### src/rtl/button_gesture_pkg.sv
// rtl/button_gesture_pkg.sv - gesture decoder state type and counter sizing helper
package button_gesture_pkg;

  typedef enum logic [2:0] {
    IDLE   = 3'd0,
    PRESS1 = 3'd1,
    GAP    = 3'd2,
    PRESS2 = 3'd3,
    HOLD   = 3'd4
  } gesture_state_t;

  function automatic int cnt_width(input int a, input int b, input int c);
    int m;
    m = a;
    if (b > m) m = b;
    if (c > m) m = c;
    return $clog2(m + 1);
  endfunction

endpackage

### src/rtl/ms_tick_counter.sv
// rtl/ms_tick_counter.sv - ce1ms tick counter flagging the Nth tick of a limit
module ms_tick_counter #(
  parameter int WIDTH = 4
) (
  input  logic             clk,
  input  logic             rst,
  input  logic             ce1ms,
  input  logic             clr,
  input  logic [WIDTH-1:0] limit,
  output logic             hit
);

  logic [WIDTH-1:0] cnt;

  // The Nth tick is the one that arrives while cnt still holds N-1.
  assign hit = ce1ms && (cnt == limit - WIDTH'(1));

  always_ff @(posedge clk or posedge rst) begin
    if (rst) begin
      cnt <= '0;
    end else if (clr) begin
      cnt <= '0;
    end else if (ce1ms) begin
      cnt <= cnt + WIDTH'(1);
    end
  end

endmodule

### src/rtl/button_gesture_decoder.sv
// rtl/button_gesture_decoder.sv - decodes a debounced button level into press/click/hold events
module button_gesture_decoder
  import button_gesture_pkg::*;
#(
  parameter int LONG_MS   = 1000,
  parameter int DOUBLE_MS = 300,
  parameter int REPEAT_MS = 100
) (
  input  logic clk,
  input  logic rst,
  input  logic ce1ms,
  input  logic btn,
  output logic short_press,
  output logic double_click,
  output logic long_press,
  output logic repeat_pulse,
  output logic busy
);

  localparam int W = cnt_width(LONG_MS, DOUBLE_MS, REPEAT_MS);

  gesture_state_t state;
  logic           btn_q;
  logic           rise;
  logic           fall;
  logic           hit;
  logic           clr;
  logic [W-1:0]   limit;

  assign rise = btn & ~btn_q;
  assign fall = ~btn & btn_q;

  // Clearing on the edge as well as on the hit makes an edge swallow a
  // coincident tick; IDLE and PRESS2 pin the counter at zero.
  always_comb begin
    clr   = 1'b1;
    limit = W'(LONG_MS);
    case (state)
      PRESS1: begin clr = fall | hit; limit = W'(LONG_MS);   end
      HOLD:   begin clr = fall | hit; limit = W'(REPEAT_MS); end
      GAP:    begin clr = rise | hit; limit = W'(DOUBLE_MS); end
      default: begin clr = 1'b1; limit = W'(LONG_MS); end
    endcase
  end

  ms_tick_counter #(.WIDTH(W)) u_tick (
    .clk   (clk),
    .rst   (rst),
    .ce1ms (ce1ms),
    .clr   (clr),
    .limit (limit),
    .hit   (hit)
  );

  // btn_q resets high so a button held across reset must be released first.
  always_ff @(posedge clk or posedge rst) begin
    if (rst) begin
      state        <= IDLE;
      btn_q        <= 1'b1;
      short_press  <= 1'b0;
      double_click <= 1'b0;
      long_press   <= 1'b0;
      repeat_pulse <= 1'b0;
      busy         <= 1'b0;
    end else begin
      btn_q        <= btn;
      short_press  <= 1'b0;
      double_click <= 1'b0;
      long_press   <= 1'b0;
      repeat_pulse <= 1'b0;
      busy         <= (state != IDLE);
      case (state)
        IDLE: begin
          if (rise) state <= PRESS1;
        end
        PRESS1: begin
          if (fall) begin
            state <= GAP;
          end else if (hit) begin
            long_press <= 1'b1;
            state      <= HOLD;
          end
        end
        HOLD: begin
          if (fall) begin
            state <= IDLE;
          end else if (hit) begin
            repeat_pulse <= 1'b1;
          end
        end
        GAP: begin
          if (rise) begin
            state <= PRESS2;
          end else if (hit) begin
            short_press <= 1'b1;
            state       <= IDLE;
          end
        end
        PRESS2: begin
          if (fall) begin
            double_click <= 1'b1;
            state        <= IDLE;
          end
        end
        default: state <= IDLE;
      endcase
    end
  end

endmodule

### config.mk
export PLATFORM = sky130hd
export DESIGN_NAME = button_gesture_decoder
export DESIGN_NICKNAME = d
export VERILOG_FILES = /design/src/rtl/button_gesture_pkg.sv /design/src/rtl/ms_tick_counter.sv /design/src/rtl/button_gesture_decoder.sv
export SDC_FILE = /design/constraint.sdc
export NUM_CORES = 1
export LEC_CHECK = 0
export BUFFER_PORTS_ARGS = -buffer_cell sky130_fd_sc_hd__buf_4
export CAP_MARGIN = 25
export CORE_ASPECT_RATIO = 1.2
export CORE_MARGIN = 2
export CORE_UTILIZATION = 31
export CTS_CLUSTER_SIZE = 30
export DETAILED_ROUTE_END_ITERATION = 8
export GPL_TIMING_DRIVEN = 0
export SYNTH_ARGS = -nofsm -noshare
export SYNTH_HDL_FRONTEND = slang
export SYNTH_SLANG_ARGS = --single-unit
### constraint.sdc
create_clock -name clk -period 4.2 [get_ports clk]
set_input_delay 1.05 -clock clk [delete_from_list [all_inputs] [get_ports clk]]
set_output_delay 1.05 -clock clk [all_outputs]
set_load 0.005 [all_outputs]
==> impl_metrics.csv <==
group,metric,value,unit
outcome,outcome,"completed",
synthesis,synthFlopType,"dfrtp_1",
drt,drtPass1Iterations,4,
synthesis,synth.avg_cell_area,10.9,sq um
global_route,grt-ovfl-total,0,
timing,worst_pin_slew,724,ps
run,max-cap-violations,0,
drt,drc,0,
drt,vias,740,
clock_network,clockBufferDepth,2,
synthesis,yosysSeqAreaShare,45.7,%
timing,finalSetupViolCount,0,
floorplanning,num_rows,23,
global_route,grt_max_degree,20,
synthesis,syn_inst,96,
timing,finalClockSkew,4.20,ps
clock_network,cts_tree,"done",
timing,period_minus_slack,2070,ps
drt,wire_per_inst,13.4,um
pwr,finalPower,436,uW
drt,drtIter0Drc,13,
clock_network,cts_buffers,3,
critical_path,worstSetupPathType,"in2reg",
global_route,grt_util_met2,21.8,%
placement,place.detailed.hpwl,1400,um
global_route,antenna_found_initial,0,
finish,final_nets,113,
timing,drv_slew,0,
timing,hold_viol,0,
floorplanning,initial_core_util,31.8,%
floorplanning,die-area,3840,sq um
clock_network,cts_resized,0,
critical_path,crit_fanout,10,
timing,fin_crit_sh,49.3,%
clock_network,clock_latency,250,ps
global_route,grt_use_met3,2.30,%
global_route,met1_usage,13.4,%
finish,antenna_cells,0,
clock_network,clock-sinks,19,
drt,final_antenna_net_count,0,
clock_network,clk_pin_slew,70,ps
global_route,grt_pass1_vias,836,
synthesis,ys_types,36,
critical_path,end_kind,"register",
timing,tns,0,ps
finish,drive_gt1_share,26.2,%
global_route,track_usage,12.1,%
clock_network,cts_setup_buffers,0,
placement,gp_routability_congestion,0.700,
timing,timing.slew.headroom,51.7,%
global_route,busiest_layer,"met2",
timing,rsz0062_at_grt,"false",
pwr,max-vdd-ir-drop,280,uV
drt,viasPerCell,5.14,
critical_path,required,4320,ps
synthesis,synthArstFlopShare,100,%
synthesis,synth-edff-count,0,
floorplanning,die_h,67.5,um
critical_path,cp.arrival,2190,ps
clock_network,cts_hold_buf,0,
floorplanning,die_width,56.9,um
pwr,p_leak,0.506,nW
synthesis,ys_ff_latch,19,
critical_path,crit_path_start_kind,"input port",
min_path,min-delay-path-class,"reg2reg",
placement,place_area,1140,sq um
finish,design_area,1190,sq um
timing,fmax,483,MHz
clock_network,h-tree-depth,1,
synthesis,yosys_warnings,0,
finish,syn_to_final_growth,13.8,%
drt,postRouteWirelength,1940,um
floorplanning,core_area,3280,sq um
floorplanning,ios,9,
synthesis,synthesis.nets,101,
placement,numPortBuffers,7,
pwr,p_per_area,367,nW/um^2
synthesis,syn_area,1040,sq um
global_route,grt_pass1_wl,3620,um
clock_network,cts_root_buffer,"clkbuf_8",
## worst max-delay path, stage by stage
cell and delay, ps:
clkbuf_1 260, and4b_1 240, o21ai_1 50, and4bb_4 360, buf_8 170, nor3_2 50
## kinds of logic after synthesis
group	count (synthesis)	share of synthesized area [%]
simple gates	49	31.7
flops	19	45.7
compound gates	10	7.92
xor+xnor	9	7.56
buf+inv	6	3.96
mux	2	1.92
fa+ha+maj	1	1.20
## final timing paths
| check | startpoint | endpoint | slack, ps | depth (start not counted) |
|---|---|---|---|---|
| max | ce1ms | u_tick.cnt[2] | 2130 | 6 |
| min | state[2] | state[0] | 590 | 1 |
| max reg2reg | state[0] | u_tick.cnt[2] | 2350 | 6 |
| min reg2reg | state[2] | state[0] | 590 | 1 |
| max in group asynchronous | rst | double_click | 2830 | 2 |
| min in group asynchronous | rst | u_tick.cnt[4] | 920 | 2 |
## cell usage after synthesis (2+ instances only)
cell type / number / share of area, %
dfrtp_1: 18 / 43
nor2_1: 10 / 3.6
nor3_2: 10 / 9.6
nand2_1: 6 / 2.2
xnor2_1: 5 / 4.2
and3_1: 4 / 2.4
nand4_1: 4 / 2.4
xor2_1: 4 / 3.4
inv_1: 3 / 1.1
mux2i_1: 2 / 1.9
nand2b_1: 2 / 1.2
nor2b_1: 2 / 1.2
nor3_1: 2 / 0.96
or3b_1: 2 / 1.7
## layer usage
layer / routed length, um / vias up
met5: 0 / -
met4: 47 / 0
met2: 986 / 9
met1: 850 / 364
met3: 51 / 6
li1: - / 361
## sequential cells by signal (all words and copies together) (netlist names)
name,cells
short_press,1
state,3
repeat_pulse,1
u_tick.cnt,10
busy,1
double_click,1
long_press,1
btn_q,1
## power by group
group          internal, mW  total, mW  switching, mW
combinational        0.0400     0.0932         0.0532
sequential            0.198      0.216         0.0179
clock                0.0674      0.126         0.0588
## layout by cell type (no fill, tap or decap), drive strengths merged
master	count
a2111oi	1
a21boi	1
a21oi	1
a31o	1
and2	1
and3	4
and4b	1
and4bb	1
buf	9
clkbuf	5
dfrtp	18
dfstp	1
ha	1
inv	3
mux2i	2
nand2	6
nand2b	2
nand4	4
nor2	10
nor2b	2
nor3	12
nor3b	1
nor4b	1
o211ai	1
o21ai	2
o21bai	1
o221ai	1
o32ai	1
or2b	1
or3	1
or3b	2
xnor2	5
xor2	4
## layout make-up
cell class,instances,area [sq um]
Timing Repair Buffer,7,52.6
Clock buffer,4,45.0
Fill cell,348,2090
Inverter,3,11.3
Tap cell,37,46.3
Multi-Input combinational cell,71,524
Sequential cell,19,477
Buffer,3,30.0
## per-stage QoR
stage | cells | hold WS, ps | util [%] | worst slack, ps
after detailed placement | 140 | 579 | 34.8 | 1860
after floorplan | 96 | 516 | - | 2010
final | 144 | 586 | 36.2 | 2130
after CTS | 144 | 587 | 36.2 | 2130
after global routing | 144 | 637 | 36.2 | 2040
after global placement | 140 | 569 | 34.8 | 1860
Note: power is estimated with default switching activity, not from simulation.
